$ cat config.mk
export PLATFORM = sky130hd
export DESIGN_NAME = hazard_scoreboard_flat
export DESIGN_NICKNAME = d
export VERILOG_FILES = /design/src/rtl/hazard_scoreboard_pkg.sv /design/src/rtl/hazard_scoreboard_if.sv /design/src/rtl/hazard_scoreboard_instr_class_dec.sv /design/src/rtl/hazard_scoreboard.sv /design/src/flat_wrapper.sv
export SDC_FILE = /design/constraint.sdc
export NUM_CORES = 1
export LEC_CHECK = 0
export BUFFER_PORTS_ARGS = -buffer_cell sky130_fd_sc_hd__buf_2
export CORE_AREA = 2 2 68 70
export CTS_CLUSTER_DIAMETER = 150
export DETAILED_ROUTE_END_ITERATION = 6
export DIE_AREA = 0 0 70 72
export PLACE_DENSITY = 0.91
export SYNTH_ARGS = -nofsm -noshare
export SYNTH_HDL_FRONTEND = slang
export SYNTH_SLANG_ARGS = --single-unit
$ cat constraint.sdc
create_clock -name clk -period 6.6 [get_ports clk]
set_input_delay 0.33 -clock clk [delete_from_list [all_inputs] [get_ports clk]]
set_output_delay 0.33 -clock clk [all_outputs]
set_load 0.005 [all_outputs]
$ cat src/rtl/hazard_scoreboard_pkg.sv
// Shared opcode/funct encodings, Tuse/Tnew constants and the decoded-class payload.
package hazard_scoreboard_pkg;

    localparam int unsigned REG_W  = 5;
    localparam int unsigned TUSE_W = 2;
    localparam int unsigned CLS_TNEW_W = 2;

    // Primary opcodes
    localparam logic [5:0] OP_SPECIAL = 6'h00;
    localparam logic [5:0] OP_REGIMM  = 6'h01;
    localparam logic [5:0] OP_J       = 6'h02;
    localparam logic [5:0] OP_JAL     = 6'h03;
    localparam logic [5:0] OP_BEQ     = 6'h04;
    localparam logic [5:0] OP_BNE     = 6'h05;
    localparam logic [5:0] OP_BLEZ    = 6'h06;
    localparam logic [5:0] OP_BGTZ    = 6'h07;
    localparam logic [5:0] OP_ADDI    = 6'h08;
    localparam logic [5:0] OP_ADDIU   = 6'h09;
    localparam logic [5:0] OP_SLTI    = 6'h0A;
    localparam logic [5:0] OP_SLTIU   = 6'h0B;
    localparam logic [5:0] OP_ANDI    = 6'h0C;
    localparam logic [5:0] OP_ORI     = 6'h0D;
    localparam logic [5:0] OP_XORI    = 6'h0E;
    localparam logic [5:0] OP_LUI     = 6'h0F;
    localparam logic [5:0] OP_COP0    = 6'h10;
    localparam logic [5:0] OP_LB      = 6'h20;
    localparam logic [5:0] OP_LH      = 6'h21;
    localparam logic [5:0] OP_LW      = 6'h23;
    localparam logic [5:0] OP_LBU     = 6'h24;
    localparam logic [5:0] OP_LHU     = 6'h25;
    localparam logic [5:0] OP_SB      = 6'h28;
    localparam logic [5:0] OP_SH      = 6'h29;
    localparam logic [5:0] OP_SW      = 6'h2B;

    // SPECIAL funct codes
    localparam logic [5:0] FN_SLL   = 6'h00;
    localparam logic [5:0] FN_SRL   = 6'h02;
    localparam logic [5:0] FN_SRA   = 6'h03;
    localparam logic [5:0] FN_SLLV  = 6'h04;
    localparam logic [5:0] FN_SRLV  = 6'h06;
    localparam logic [5:0] FN_SRAV  = 6'h07;
    localparam logic [5:0] FN_JR    = 6'h08;
    localparam logic [5:0] FN_JALR  = 6'h09;
    localparam logic [5:0] FN_MFHI  = 6'h10;
    localparam logic [5:0] FN_MTHI  = 6'h11;
    localparam logic [5:0] FN_MFLO  = 6'h12;
    localparam logic [5:0] FN_MTLO  = 6'h13;
    localparam logic [5:0] FN_MULT  = 6'h18;
    localparam logic [5:0] FN_MULTU = 6'h19;
    localparam logic [5:0] FN_DIV   = 6'h1A;
    localparam logic [5:0] FN_DIVU  = 6'h1B;
    localparam logic [5:0] FN_ADD   = 6'h20;
    localparam logic [5:0] FN_ADDU  = 6'h21;
    localparam logic [5:0] FN_SUB   = 6'h22;
    localparam logic [5:0] FN_SUBU  = 6'h23;
    localparam logic [5:0] FN_AND   = 6'h24;
    localparam logic [5:0] FN_OR    = 6'h25;
    localparam logic [5:0] FN_XOR   = 6'h26;
    localparam logic [5:0] FN_NOR   = 6'h27;
    localparam logic [5:0] FN_SLT   = 6'h2A;
    localparam logic [5:0] FN_SLTU  = 6'h2B;

    // COP0 rs-field selectors and fixed encodings
    localparam logic [4:0]  CP0_MF     = 5'h00;
    localparam logic [4:0]  CP0_MT     = 5'h04;
    localparam logic [4:0]  REG_EPC    = 5'd14;
    localparam logic [4:0]  REG_RA     = 5'd31;
    localparam logic [31:0] ERET_INSTR = 32'h4200_0018;

    localparam logic [TUSE_W-1:0]     TUSE_0 = 2'd0;
    localparam logic [TUSE_W-1:0]     TUSE_1 = 2'd1;
    localparam logic [TUSE_W-1:0]     TUSE_2 = 2'd2;
    localparam logic [CLS_TNEW_W-1:0] TNEW_0 = 2'd0;
    localparam logic [CLS_TNEW_W-1:0] TNEW_1 = 2'd1;
    localparam logic [CLS_TNEW_W-1:0] TNEW_2 = 2'd2;

    // Hazard-relevant view of one decoded instruction
    typedef struct packed {
        logic                  use_rs;
        logic                  use_rt;
        logic [TUSE_W-1:0]     tuse_rs;
        logic [TUSE_W-1:0]     tuse_rt;
        logic [REG_W-1:0]      dst;
        logic [CLS_TNEW_W-1:0] tnew;
        logic                  is_md;
        logic                  is_div;
        logic                  is_mfmt;
        logic                  is_eret;
        logic                  is_mtc0_epc;
    } dec_t;

endpackage

$ cat src/rtl/hazard_scoreboard_if.sv
// D-stage facing bundle: instruction in, stall/forward controls out.
interface hazard_scoreboard_if #(
    parameter int unsigned NSTAGE = 5
);
    localparam int unsigned SEL_W = $clog2(NSTAGE - 1);

    logic [31:0]      instr_d;
    logic             valid_d;
    logic             flush;
    logic             stall;
    logic [SEL_W-1:0] fwd_rs_sel;
    logic [SEL_W-1:0] fwd_rt_sel;
    logic             md_busy;

    modport master (
        output instr_d, valid_d, flush,
        input  stall, fwd_rs_sel, fwd_rt_sel, md_busy
    );

    modport slave (
        input  instr_d, valid_d, flush,
        output stall, fwd_rs_sel, fwd_rt_sel, md_busy
    );
endinterface

$ cat src/rtl/hazard_scoreboard_instr_class_dec.sv
// Combinational classifier: source use/Tuse, destination/Tnew and special-unit flags.
module instr_class_dec
    import hazard_scoreboard_pkg::*;
(
    input  logic [31:0] instr_i,
    input  logic        valid_i,
    output dec_t        cls_o
);
    logic [5:0] op, fn;
    logic [4:0] rs, rt, rd;

    assign op = instr_i[31:26];
    assign rs = instr_i[25:21];
    assign rt = instr_i[20:16];
    assign rd = instr_i[15:11];
    assign fn = instr_i[5:0];

    // Decode by opcode/funct; a bubble uses and writes nothing
    always_comb begin
        cls_o = '0;
        if (valid_i) begin
            case (op)
                OP_SPECIAL: begin
                    case (fn)
                        FN_SLL, FN_SRL, FN_SRA: begin
                            cls_o.use_rt = 1'b1; cls_o.tuse_rt = TUSE_1;
                            cls_o.dst = rd; cls_o.tnew = TNEW_1;
                        end
                        FN_SLLV, FN_SRLV, FN_SRAV, FN_ADD, FN_ADDU, FN_SUB, FN_SUBU,
                        FN_AND, FN_OR, FN_XOR, FN_NOR, FN_SLT, FN_SLTU: begin
                            cls_o.use_rs = 1'b1; cls_o.tuse_rs = TUSE_1;
                            cls_o.use_rt = 1'b1; cls_o.tuse_rt = TUSE_1;
                            cls_o.dst = rd; cls_o.tnew = TNEW_1;
                        end
                        FN_JR: begin
                            cls_o.use_rs = 1'b1; cls_o.tuse_rs = TUSE_0;
                        end
                        FN_JALR: begin
                            cls_o.use_rs = 1'b1; cls_o.tuse_rs = TUSE_0;
                            cls_o.dst = rd; cls_o.tnew = TNEW_0;
                        end
                        FN_MFHI, FN_MFLO: begin
                            cls_o.dst = rd; cls_o.tnew = TNEW_1; cls_o.is_mfmt = 1'b1;
                        end
                        FN_MTHI, FN_MTLO: begin
                            cls_o.use_rs = 1'b1; cls_o.tuse_rs = TUSE_1; cls_o.is_mfmt = 1'b1;
                        end
                        FN_MULT, FN_MULTU, FN_DIV, FN_DIVU: begin
                            cls_o.use_rs = 1'b1; cls_o.tuse_rs = TUSE_1;
                            cls_o.use_rt = 1'b1; cls_o.tuse_rt = TUSE_1;
                            cls_o.is_md  = 1'b1;
                            cls_o.is_div = (fn == FN_DIV) || (fn == FN_DIVU);
                        end
                        default: ;
                    endcase
                end
                OP_REGIMM, OP_BLEZ, OP_BGTZ: begin
                    cls_o.use_rs = 1'b1; cls_o.tuse_rs = TUSE_0;
                end
                OP_BEQ, OP_BNE: begin
                    cls_o.use_rs = 1'b1; cls_o.tuse_rs = TUSE_0;
                    cls_o.use_rt = 1'b1; cls_o.tuse_rt = TUSE_0;
                end
                OP_JAL: begin
                    cls_o.dst = REG_RA; cls_o.tnew = TNEW_0;
                end
                OP_ADDI, OP_ADDIU, OP_SLTI, OP_SLTIU, OP_ANDI, OP_ORI, OP_XORI: begin
                    cls_o.use_rs = 1'b1; cls_o.tuse_rs = TUSE_1;
                    cls_o.dst = rt; cls_o.tnew = TNEW_1;
                end
                OP_LUI: begin
                    cls_o.dst = rt; cls_o.tnew = TNEW_1;
                end
                OP_LB, OP_LH, OP_LW, OP_LBU, OP_LHU: begin
                    cls_o.use_rs = 1'b1; cls_o.tuse_rs = TUSE_1;
                    cls_o.dst = rt; cls_o.tnew = TNEW_2;
                end
                OP_SB, OP_SH, OP_SW: begin
                    cls_o.use_rs = 1'b1; cls_o.tuse_rs = TUSE_1;
                    cls_o.use_rt = 1'b1; cls_o.tuse_rt = TUSE_2;
                end
                OP_COP0: begin
                    if (rs == CP0_MF) begin
                        cls_o.dst = rt; cls_o.tnew = TNEW_2;
                    end else if (rs == CP0_MT) begin
                        cls_o.use_rt = 1'b1; cls_o.tuse_rt = TUSE_2;
                        cls_o.is_mtc0_epc = (rd == REG_EPC);
                    end else if (instr_i == ERET_INSTR) begin
                        cls_o.is_eret = 1'b1;
                    end
                end
                default: ;
            endcase
        end
    end
endmodule

$ cat src/rtl/hazard_scoreboard.sv
// Stall/forward controller: tracks in-flight destinations from E to W plus mult/div occupancy.
module hazard_scoreboard
    import hazard_scoreboard_pkg::*;
#(
    parameter int unsigned NSTAGE   = 5,
    parameter int unsigned MULT_LAT = 5,
    parameter int unsigned DIV_LAT  = 10,
    parameter int unsigned TNEW_W   = 2
) (
    input  logic                clk,
    input  logic                rst_n,
    hazard_scoreboard_if.slave  bus
);
    localparam int unsigned NTRK    = NSTAGE - 2;
    localparam int unsigned SEL_W   = $clog2(NSTAGE - 1);
    localparam int unsigned MAX_LAT = (MULT_LAT > DIV_LAT) ? MULT_LAT : DIV_LAT;
    localparam int unsigned CNT_W   = $clog2(MAX_LAT + 1);

    dec_t cls;

    // Tracked entries, index 1 = E ... NTRK = last stage
    logic [NTRK:1]              val_q, val_d;
    logic [NTRK:1][REG_W-1:0]   dst_q, dst_d;
    logic [NTRK:1][TNEW_W-1:0]  tnew_q, tnew_d;
    logic [NTRK:1]              epc_q, epc_d;
    logic                       md1_q, md1_d;
    logic                       div1_q, div1_d;
    logic [CNT_W-1:0]           cnt_q, cnt_d;

    logic             data_stall, md_stall, eret_stall, stall_c;
    logic [SEL_W-1:0] rs_sel, rt_sel;
    logic [4:0]       src_rs, src_rt;

    assign src_rs = bus.instr_d[25:21];
    assign src_rt = bus.instr_d[20:16];

    instr_class_dec u_dec (
        .instr_i (bus.instr_d),
        .valid_i (bus.valid_d),
        .cls_o   (cls)
    );

    // Compare D sources against every entry; descending scan leaves the youngest match
    always_comb begin
        data_stall = 1'b0;
        eret_stall = 1'b0;
        rs_sel     = '0;
        rt_sel     = '0;
        for (int k = int'(NTRK); k >= 1; k--) begin
            if (val_q[k] && (dst_q[k] != '0)) begin
                if (cls.use_rs && (dst_q[k] == src_rs)) begin
                    if (32'(tnew_q[k]) > 32'(cls.tuse_rs)) data_stall = 1'b1;
                    if (tnew_q[k] == '0) rs_sel = SEL_W'(k);
                end
                if (cls.use_rt && (dst_q[k] == src_rt)) begin
                    if (32'(tnew_q[k]) > 32'(cls.tuse_rt)) data_stall = 1'b1;
                    if (tnew_q[k] == '0) rt_sel = SEL_W'(k);
                end
            end
            if (val_q[k] && epc_q[k] && cls.is_eret) eret_stall = 1'b1;
        end
    end

    assign md_stall = (cls.is_md || cls.is_mfmt) && ((cnt_q != '0) || (val_q[1] && md1_q));
    assign stall_c  = data_stall || md_stall || eret_stall;

    // Advance entries, load E from D unless stalled/flushed, run the mult/div counter
    always_comb begin
        val_d  = '0;
        dst_d  = '0;
        tnew_d = '0;
        epc_d  = '0;
        md1_d  = 1'b0;
        div1_d = 1'b0;
        cnt_d  = cnt_q;
        if (!bus.flush && !stall_c) begin
            val_d[1]  = bus.valid_d;
            dst_d[1]  = cls.dst;
            tnew_d[1] = TNEW_W'(cls.tnew);
            epc_d[1]  = cls.is_mtc0_epc;
            md1_d     = cls.is_md;
            div1_d    = cls.is_div;
        end
        for (int k = 2; k <= int'(NTRK); k++) begin
            val_d[k]  = val_q[k-1] && !bus.flush;
            dst_d[k]  = dst_q[k-1];
            tnew_d[k] = (tnew_q[k-1] == '0) ? '0 : tnew_q[k-1] - TNEW_W'(1);
            epc_d[k]  = epc_q[k-1];
        end
        if (val_q[1] && md1_q && !bus.flush) begin
            cnt_d = div1_q ? CNT_W'(DIV_LAT) : CNT_W'(MULT_LAT);
        end else if (cnt_q != '0) begin
            cnt_d = cnt_q - CNT_W'(1);
        end
    end

    // State registers, cleared asynchronously
    always_ff @(posedge clk or negedge rst_n) begin
        if (!rst_n) begin
            val_q  <= '0;
            dst_q  <= '0;
            tnew_q <= '0;
            epc_q  <= '0;
            md1_q  <= 1'b0;
            div1_q <= 1'b0;
            cnt_q  <= '0;
        end else begin
            val_q  <= val_d;
            dst_q  <= dst_d;
            tnew_q <= tnew_d;
            epc_q  <= epc_d;
            md1_q  <= md1_d;
            div1_q <= div1_d;
            cnt_q  <= cnt_d;
        end
    end

    assign bus.stall      = stall_c;
    assign bus.fwd_rs_sel = rs_sel;
    assign bus.fwd_rt_sel = rt_sel;
    assign bus.md_busy    = (cnt_q != '0);
endmodule
$ cat src/flat_wrapper.sv
// flat-port wrapper written by rule: the top's interface ports become plain ports
module hazard_scoreboard_flat import hazard_scoreboard_pkg::*;
#(
    parameter int unsigned NSTAGE   = 5,
    parameter int unsigned MULT_LAT = 5,
    parameter int unsigned DIV_LAT  = 10,
    parameter int unsigned TNEW_W   = 2
)
  (clk, rst_n, bus_instr_d, bus_valid_d, bus_flush, bus_stall, bus_fwd_rs_sel, bus_fwd_rt_sel, bus_md_busy);
  hazard_scoreboard_if #(.NSTAGE(NSTAGE)) bus_i ();
  input  logic clk;
  input  logic rst_n;
  input wire logic [$bits(bus_i.instr_d)-1:0] bus_instr_d;
  input wire logic [$bits(bus_i.valid_d)-1:0] bus_valid_d;
  input wire logic [$bits(bus_i.flush)-1:0] bus_flush;
  output wire logic [$bits(bus_i.stall)-1:0] bus_stall;
  output wire logic [$bits(bus_i.fwd_rs_sel)-1:0] bus_fwd_rs_sel;
  output wire logic [$bits(bus_i.fwd_rt_sel)-1:0] bus_fwd_rt_sel;
  output wire logic [$bits(bus_i.md_busy)-1:0] bus_md_busy;
  assign bus_i.instr_d = bus_instr_d;
  assign bus_i.valid_d = bus_valid_d;
  assign bus_i.flush = bus_flush;
  assign bus_stall = bus_i.stall;
  assign bus_fwd_rs_sel = bus_i.fwd_rs_sel;
  assign bus_fwd_rt_sel = bus_i.fwd_rt_sel;
  assign bus_md_busy = bus_i.md_busy;
  hazard_scoreboard #(.NSTAGE(NSTAGE), .MULT_LAT(MULT_LAT), .DIV_LAT(DIV_LAT), .TNEW_W(TNEW_W)) u_core (.clk(clk), .rst_n(rst_n), .bus(bus_i));
endmodule
After elaboration in Yosys (flattened, before gate mapping)
Index checks and enable logic that the tools add are counted.
Operators by class
  add/subtract/negate cells: 3
  multipliers: 0
  div/mod/pow operators: 0
  order comparisons: 6
  equal/unequal tests: 57
  shifts and indexed selects: 0
  multiplexer cells: 71
  bitwise logic cells: 0
  reductions and logical operators: 51
Operator list (number)
  == test 6 bit, second input constant: 18
  == test 6 x 4 -> 1 bit, second input constant: 10
  == test 6 x 5 -> 1 bit, second input constant: 9
  2-to-1 mux 2 bit: 25
  == test 6 x 3 -> 1 bit, second input constant: 7
  OR reduction 20 bit: 2
  case mux 7 bit (5 select lines): 1
  2-to-1 mux 1 bit: 33
  == test 32 x 31 -> 1 bit, second input constant: 1
  == test 5 bit: 6
  logical AND 1 bit: 21
  OR reduction 21 bit: 1
  OR reduction 19 bit: 1
  == test 6 x 2 -> 1 bit, second input constant: 3
  2-to-1 mux 18 bit: 1
  OR reduction 18 bit: 1
  nonzero test 5 bit: 3
  OR reduction 15 bit: 1
  case mux 7 bit (2 select lines): 1
  > comparator 2 bit: 6
  logical NOT 6 bit: 2
  2-to-1 mux 4 bit: 3
  OR reduction 5 bit: 2
  OR reduction 4 bit: 2
  other kinds (20): 28
Storage, ports and cells
  register bits after elaboration: 33
  latch bits: 0
  RAM bits: 0
  bits in read-only memories: 0
  bits of input ports: 36
  output and inout port bits: 6
  word-level logic and storage cells: 199
  memories kept: 0

Longest topological paths before layout
Gate-level depths: netlist (run 1).
  depth after elaboration: 28
  depth in mapped cells: 14
  gate-level depth less buffers: 11

By module
Synthesis (run 1) repeated with hierarchy kept, for this count alone.
Unflattened totals
  cell total of the unflattened synthesis: 318
  area, all modules: 2844.0 um2
Modules (own cells, without submodules)
  hazard_scoreboard: times used 1, cells each 193, area each 1975.6 um2, sequential area each 825.8 um2
  instr_class_dec: times used 1, cells each 125, area each 868.3 um2, sequential area each 0.0 um2

Worst setup path before layout (run 1)
Ideal clock, no wire load.
  kind: input port to flip-flop
  start: input bus_instr_d[29]
  end: register u_core.dst_q, in the netlist u_core.dst_d[5]
  setup time: 101 ps
  arrival: 3229 ps
  data required time: 6499 ps
  setup slack: 3270 ps
  cell stages on the path: 14
  buffers on the path: 3
  path through: buf_6 > or3_1 > buf_2 > or3_2 > nor3b_2 > o21ai_0 > ha_1 > nor2b_1 > o21ai_0 > nor4_1 > a311o_1 > o21a_1 > buf_4 > nor4_1
RTL lines
  start: declaration: RTL line flat_wrapper.sv:13  | input wire logic [$bits(bus_i.instr_d)-1:0] bus_instr_d;
  end signal: assignment: RTL line hazard_scoreboard.sv:109  | dst_q <= dst_d;
  end: declaration: RTL line hazard_scoreboard.sv:23  | logic [NTRK:1][REG_W-1:0] dst_q, dst_d;

Worst setup path in the final report (run 1)
  start: input bus_instr_d[28]
  end: output bus_stall
Between the ends
  longest elaborated chain between the ends: 23
  elaborated cells between the ends (all ways): 75
  those cells by class: 6 x order compare; 22 x eq/ne; 29 x mux; 18 x reduce/logical
RTL lines
  == test 6 bit or == test 6 x 4 -> 1 bit (tied branches): RTL line hazard_scoreboard_instr_class_dec.sv:22  | case (op)
  OR reduction 15 bit (no source line)
  case mux 2 bit (2 select lines): RTL line hazard_scoreboard_instr_class_dec.sv:22
  2-to-1 mux 18 bit (*): RTL line hazard_scoreboard_instr_class_dec.sv:21  | if (valid_i) begin
  > comparator 2 bit: RTL line hazard_scoreboard.sv:52  | if (32'(tnew_q[k]) > 32'(cls.tuse_rs)) data_stall = 1'b1;
  2-to-1 mux 1 bit: RTL line hazard_scoreboard.sv:52
  2-to-1 mux 1 bit: RTL line hazard_scoreboard.sv:51  | if (cls.use_rs && (dst_q[k] == src_rs)) begin
  2-to-1 mux 1 bit: RTL line hazard_scoreboard.sv:50  | if (val_q[k] && (dst_q[k] != '0)) begin
  [7 not listed]
  2-to-1 mux 1 bit: RTL line hazard_scoreboard.sv:50
  2-to-1 mux 1 bit: RTL line hazard_scoreboard.sv:52
  2-to-1 mux 1 bit: RTL line hazard_scoreboard.sv:51
  2-to-1 mux 1 bit: RTL line hazard_scoreboard.sv:56  | if (32'(tnew_q[k]) > 32'(cls.tuse_rt)) data_stall = 1'b1;
  2-to-1 mux 1 bit: RTL line hazard_scoreboard.sv:55  | if (cls.use_rt && (dst_q[k] == src_rt)) begin
  2-to-1 mux 1 bit: RTL line hazard_scoreboard.sv:50
  logical OR 1 bit: RTL line hazard_scoreboard.sv:65  | assign stall_c = data_stall || md_stall || eret_stall;
  logical OR 1 bit (*): RTL line hazard_scoreboard.sv:65
  end: declaration: RTL line flat_wrapper.sv:16  | output wire logic [$bits(bus_i.stall)-1:0] bus_stall;
Mark *: on every way between the ends. The rest lies on a longest branch, timed or not. The select of a mux whose other input is x is not followed.

==> summary.md, run 1 <==
| Metric | Value |
|---|---|
| Via/cell ratio | `6.44` |
| Die area | `5040 um^2` |
| Post-synth EDFFs | `0` |
| Layout area overhead | `10.7%` |
| Worst-path clk slew | `0.07 ns` |
| CTS tree | `built` |
| CP startpoint kind | `input pin` |
| N_diodes | `0` |
| Resized Gates After CTS | `0` |
| Ports | `42` |
| Status | `finished, final reports clean` |
| Nets | `379` |
| Synth unique cells | `60` |
| Commonest non-fill, non-tap cell in the layout | `buf_2` |
| Setup Fix Bufs, Post-CTS | `0` |
| R2R Path Start | `u_core.dst_d[10]$_DFF_PN0_` |
| Ys async rst share | `1.00` |
| VDD IR-drop max | `0.191 mV` |
| Largest net degree at the start of global routing | `34` |
| Reg2Reg Depth | `6` |
| Hold crit path type | `input pin to async pin` |
| Synth Instances | `305` |
| Worst flop-to-flop path endpoint | `u_core.dst_d[8]$_DFF_PN0_` |
| First-pass GRT wire length | `11,000 um` |
| Mean Syn Cell Area | `8.27 um^2` |
| Post-route ant nets | `0` |
| Core area | `4260 um^2` |
| First-pass DRT Iterations | `5` |
| Share of layout cells above drive strength 1 | `0.166` |
| Post-Syn Area | `2520 um^2` |
| Worst reg-to-reg setup slack | `4.06 ns` |
| TNS Setup | `0 ns` |
| Dominant synthesized flop cell | `dfrtp_1` |
| Total grt overflow | `0` |
| Pre-CTS setup slack | `2.83 ns` |
| MaxCap Viol Count | `0` |
| Worst endpoint required time | `6.27 ns` |
| Die width | `70 um` |
| Post-DP HPWL | `5090 um` |
| Final worst setup slack | `2.80 ns` |
| Post-synthesis sequential area ratio | `0.327` |
| Vias in the first global route | `2,325` |
| Synth warn | `0` |
| Pins Over Slew Limit | `0` |
| RSZ-0062 raised after global routing | `no` |
| FP Rows | `24` |
| Clock buffer depth | `2` |
| Htree depth | `2` |
| Port-buffer cells | `41` |
| Post-route minimum period | `3.80 ns` |
| Initial antenna violation count | `0` |
| Wire length per cell | `17.0 um` |
| CP Capture Type | `output pin` |
| Slew @ Worst Pin | `0.790 ns` |
| Data arrival, critical path | `3.47 ns` |
| Placed Instances | `381` |
| Initial Utilization | `0.592` |
| Finished Layout Cells | `389` |
| Final worst path period share | `0.576` |
| Via count | `2,504` |
| Starting DRC count in detailed routing | `193` |
| Synth Register Bits | `33` |
| CTS sink count | `33` |
| Hold-fix buffers, CTS | `0` |
| Num CTS Buffers | `5` |
| Root buf cell | `clkbuf_8` |
| Worst slew margin relative to its limit | `0.469` |
| CP Class | `input pin to output pin` |
| Worst Setup SP | `bus_instr_d[28]` |
| Die Y | `72 um` |
| Final hold violation count | `0` |
| Routed WL | `6610 um` |
| Global-route usage over all layers | `0.273` |
| P_leak | `1.20 nW` |
| Most frequent cells in the layout | `buf_2, nor2_1, dfrtp_1` |
| Mapped Nets | `348` |
| # DRC | `0` |
| PD cells | `183 nW/um^2` |
| Fin Clk Skew | `0.00853 ns` |
| Final setup fails | `0` |
| Clk_lat worst skew | `0.28 ns` |
| Max frequency | `263 MHz` |
| Worst Path Max Fanout | `9` |
| Final GP Congestion | `0.952` |
[layer usage]
metal  track usage  up-vias  part of all wire
li1              -     1170                 -
met1         0.364     1179              0.43
met2         0.457      145              0.48
met3        0.0361       10             0.079
met4         0.105        0             0.014
met5             0        -                 0
[worst max path at each step]
| stage | endpoint |
|---|---|
| 4_1_cts | bus_stall |
| 3_3_place_gp | bus_stall |
| 5_1_grt | bus_stall |
| 3_5_place_dp | bus_stall |
| 6_report | bus_stall |
| 2_1_floorplan | u_core.dst_d[5]$_DFF_PN0_ |
[critical path, stage by stage]
cell and delay (ns):
buf_2 0.15, or3_1 0.49, or3_2 0.57, nor3b_2 0.24, o21ai_0 0.21, ha_1 0.37
nor2b_1 0.13, o21ai_0 0.14, nor4_1 0.07, a311o_1 0.38, o21ai_0 0.12, nand3_1 0.11
buf_2 0.15
[Yosys cell counts, types with 7 or more instances]
cell type	count	area (um^2)
nor4_1	13	81.3
clkbuf_1	13	48.8
o21a_1	7	52.6
nor2_1	33	124
nand3_1	16	80.1
dfrtp_1	33	826
nor3_1	12	60.1
nand2_1	15	56.3
xor2_1	7	61.3
ha_1	7	87.6
a21oi_1	21	105
inv_1	14	52.6
xnor2_1	24	210
o21ai_0	11	55.1
nor2b_1	10	62.6
[report_power, final]
group | switching [mW] | internal, mW | leakage, nW
combinational | 0.0745 | 0.0598 | 0.704
clock | 0.0717 | 0.0730 | 0.0450
sequential | 0.0140 | 0.217 | 0.450
total | 0.160 | 0.350 | 1.20
[kinds of logic (layout without fill, tap and decap cells)]
| kind of cell | count (synthesis) | count (layout) | synth area share |
|---|---|---|---|
| adder cells (fa/ha/maj) | 7 | 7 | 0.0347 |
| buffers and inverters | 31 | 63 | 0.0540 |
| AND/OR/NAND/NOR | 131 | 131 | 0.279 |
| XOR/XNOR | 31 | 31 | 0.108 |
| AO/OA/AOI/OAI | 70 | 70 | 0.189 |
| flip-flops | 33 | 33 | 0.327 |
| multiplexers | 2 | 2 | 0.00843 |
[through the flow]
step                utilization  total power [mW]  hold slack (ns)  instance area [um^2]
floorplan                     -             0.326           0.0344                  2520
global placement          0.636             0.360            0.360                  2710
detailed placement        0.636             0.367            0.369                  2710
CTS                       0.655             0.512            0.124                  2790
global route              0.655             0.542            0.158                  2790
finish                    0.655             0.510            0.104                  2790
[area by class of cell]
type	count	area [um^2]
inverters	14	52.6
fillers	383	1470
clock inverters	2	10.0
repair buffers	41	205
multi-input cells	241	1560
flip-flops and latches	33	826
clock buffers	6	72.6
well taps	52	65.1
[state kept, by name, indices dropped and copies added, names as in the netlist]
register	count
u_core.epc_q	3
u_core.dst_q	5
u_core.dst_d	10
u_core.tnew_q	6
u_core.md1_q	1
u_core.cnt_q	4
u_core.div1_q	1
u_core.val_q	3
(Power assumes the default switching activity.)
==> run 2: changes to the inputs <==
- CORE_AREA: 2 2 68 70 -> 2 2 74 76
- DIE_AREA: 0 0 70 72 -> 0 0 76 78
- PLACE_DENSITY: 0.91 -> 0.82
- clock period: 6.6 -> 3.2 ns (I/O delays scaled with it)
==> run 2 against run 1 <==
Flip-flop and latch count stayed put. Routed wire length is 4.9% higher. Setup slack worse by 2.6 ns. Die area is 18% higher. Clock skew is 0.00080 ns lower. Sequential share of layout area is 1.7 points lower. Largest cell class unchanged. Highest routed layer unchanged.
==> summary.md, run 2 (same netlist as run 1, synthesis figures left out) <==
| Metric | Value |
|---|---|
| R2R Path Start | `u_core.dst_d[10]$_DFF_PN0_` |
| Clock buffer depth | `2 (unchanged)` |
| CP Capture Type | `output pin` |
| Core area | `5040 um^2 (+18%)` |
| Switching power | `0.345 mW (+120%)` |
| Pre-CTS setup slack | `-0.0968 ns (-2.93 ns)` |
| Layout area overhead | `17.3%` |
| Reg2Reg Depth | `6 (unchanged)` |
| Final worst setup slack | `0.188 ns (-2.61 ns)` |
| CP top delay family | `simple AND/OR/NAND/NOR gates` |
| CP Class | `input pin to output pin` |
| Commonest non-fill, non-tap cell in the layout | `buf_2` |
| Max reg flops | `10 (unchanged)` |
| Starting DRC count in detailed routing | `173 (-10%)` |
| Total Power | `1.08 mW (+110%)` |
| Die area | `5930 um^2 (+18%)` |
| Initial antenna violation count | `0 (unchanged)` |
| FP Rows | `26 (+8.3%)` |
| First-pass DRT Iterations | `5 (unchanged)` |
| Metal3 WL | `524 um (+0.19%)` |
| CP max stage cell | `or4b_1` |
| Post-route minimum period | `3.01 ns` |
| Root buf cell | `clkbuf_8` |
| Final hold violation count | `0 (unchanged)` |
| Ports | `42 (unchanged)` |
| Die width | `76 um (+8.6%)` |
| Placed Instances | `414 (+8.7%)` |
| Final setup fails | `0 (unchanged)` |
| Flop pwr share | `0.442 (-0.012)` |
| Logic pwr share | `0.271 (+0.008)` |
| Clock power share | `0.288 (+0.005)` |
| First-pass GRT wire length | `11,600 um (+6.0%)` |
| RSZ-0062 raised after global routing | `no` |
| Post-DP HPWL | `5420 um (+6.4%)` |
| Clk_lat worst skew | `0.29 ns (about the same)` |
| Max layer used | `met4` |
| N_diodes | `0 (unchanged)` |
| Setup Fix Bufs, Post-CTS | `0 (unchanged)` |
| Final worst path period share | `0.941` |
| Routed WL | `6930 um (+4.9%)` |
| Slew @ Worst Pin | `0.999 ns (+0.209 ns)` |
| Vias in the first global route | `2,413 (+3.8%)` |
| Num CTS Buffers | `5 (unchanged)` |
| Cell Chain, Critical Path | `buf_2 -> or4b_1 -> or3_4 -> nor3b_4 -> o21ai_2 -> ha_1 -> nor2b_1 -> o21ai_0 -> nor4_1 -> a311o_1 -> o21ai_2 -> nand3_1 -> buf_2` |
| Worst path buffer plus inverter count | `2 (unchanged)` |
| Final GP Congestion | `0.972 (+2.0%)` |
| Hold crit path type | `input pin to flop` |
| Finished Layout Cells | `423 (+8.7%)` |
| P_leak | `1.28 nW (+6.9%)` |
| Wire length per cell | `16.4 um (-3.6%)` |
| Port-buffer cells | `41 (unchanged)` |
| Worst hold stages | `2` |
| Worst reg-to-reg setup slack | `0.63 ns (-3.43 ns)` |
| Initial Utilization | `0.500 (-0.0913)` |
| Nets | `395 (+4.2%)` |
| Placed cell area | `2850 um^2 (+5.0%)` |
| Most frequent cells in the layout | `buf_2, nor2_1, dfrtp_1` |
| Die Y | `78 um (+8.3%)` |
| TNS Setup | `0 ns (unchanged)` |
| Worst-path clk slew | `0.07 ns (about the same)` |
| # DRC | `0 (unchanged)` |
| Max frequency | `332 MHz` |
| Via/cell ratio | `6.05 (-6.0%)` |
| MaxCap Viol Count | `0 (unchanged)` |
| Layout fillers | `440 (+15%)` |
| CTS sink count | `33 (unchanged)` |
| Worst Hold End | `u_core.val_q[3]$_DFF_PN0_` |
| Worst slew margin relative to its limit | `0.328 (-0.141)` |
| Pins Over Slew Limit | `0 (unchanged)` |
| Share of layout cells above drive strength 1 | `0.210 (+0.0435)` |
| CTS tree | `built` |
| Data arrival, critical path | `2.85 ns (-0.62 ns)` |
| HP Start | `bus_flush` |
| Status | `finished, final reports clean` |
| Post-route ant nets | `0 (unchanged)` |
| PD cells | `364 nW/um^2 (+99%)` |
| Fin Clk Skew | `0.00773 ns (-0.000798 ns)` |
| Sw Share | `0.320 (+0.00653)` |
| Internal power | `0.732 mW (+110%)` |
| Worst endpoint required time | `3.04 ns (-3.23 ns)` |
| Largest stage delay on the critical path | `0.53 ns (-0.04 ns)` |
| Total grt overflow | `0 (unchanged)` |
| Post-Layout Inst Area | `2960 um^2 (+6.0%)` |
| Global-route usage over all layers | `0.243 (-0.0298)` |
| Htree depth | `2 (unchanged)` |
| VDD IR-drop max | `0.404 mV (+110%)` |
| Met1 wire length | `3050 um (+8.4%)` |
| Largest net degree at the start of global routing | `34 (unchanged)` |
| CP startpoint kind | `input pin` |
| Via count | `2,559 (+2.2%)` |
| Worst flop-to-flop path endpoint | `u_core.dst_d[7]$_DFF_PN0_` |
| Worst Path Max Fanout | `3 (-6)` |
| DR WL met2 | `3230 um (+1.7%)` |
[run 2: power by group through the flow]
stage	combinational [mW]	clock, mW	sequential (mW)
2_1_floorplan	0.196	0	0.476
3_3_place_gp	0.273	0	0.482
3_5_place_dp	0.289	0	0.483
4_1_cts	0.291	0.312	0.475
5_1_grt	0.328	0.334	0.481
6_report	0.291	0.310	0.475
[run 2: how the worst max path moves through the flow]
stage	startpoint	to	slack, ns	cells past startpoint
6_report	bus_instr_d[21]	bus_stall	0.19	13
5_1_grt	bus_instr_d[21]	bus_stall	0.07	13
4_1_cts	bus_instr_d[21]	bus_stall	0.02	13
3_5_place_dp	bus_instr_d[21]	u_core.dst_d[5]$_DFF_PN0_	-0.1	12
3_3_place_gp	bus_instr_d[21]	u_core.dst_d[5]$_DFF_PN0_	0.03	12
2_1_floorplan	bus_instr_d[29]	u_core.dst_d[5]$_DFF_PN0_	0.04	14
[run 2: stage by stage]
| stage | hold slack [ns] | utilization |
|---|---|---|
| finish | 0.0967 | 0.587 |
| global route | 0.113 | 0.587 |
| CTS | 0.0927 | 0.583 |
| detailed placement | 0.258 | 0.564 |
| global placement | 0.250 | 0.564 |
| floorplan | -0.136 | - |
[run 2: final cells by class]
cell class,instances,area [um^2],area share
multi-input cells,241,1580,0.534
flip-flops and latches,33,826,0.279
repair buffers,57,328,0.111
well taps,70,87.6,0.0296
clock buffers,5,68.8,0.0233
inverters,14,52.6,0.0178
clock inverters,3,17.5,0.00592
[run 2: per-layer routing]
layer,vias up,track usage
met5,-,0
met1,1215,0.324
met3,16,0.0488
met2,117,0.407
met4,0,0.0600
li1,1211,-
[run 2: worst reg2reg max path: cells and delay by family (launching register included)]
family / cells / cell delay, ns
DFF: 1 / 0.42
AOI/OAI and AO/OA: 3 / 0.94
and+or+nand+nor: 3 / 1.09
[run 2: timing repair]
action	4_1_cts	5_1_grt
hold buffers	1	0
endpoints found under the hold margin	33	0
gates resized for setup	1	6
setup endpoints to repair	1	2
cloned	0	0
pin swaps	0	2
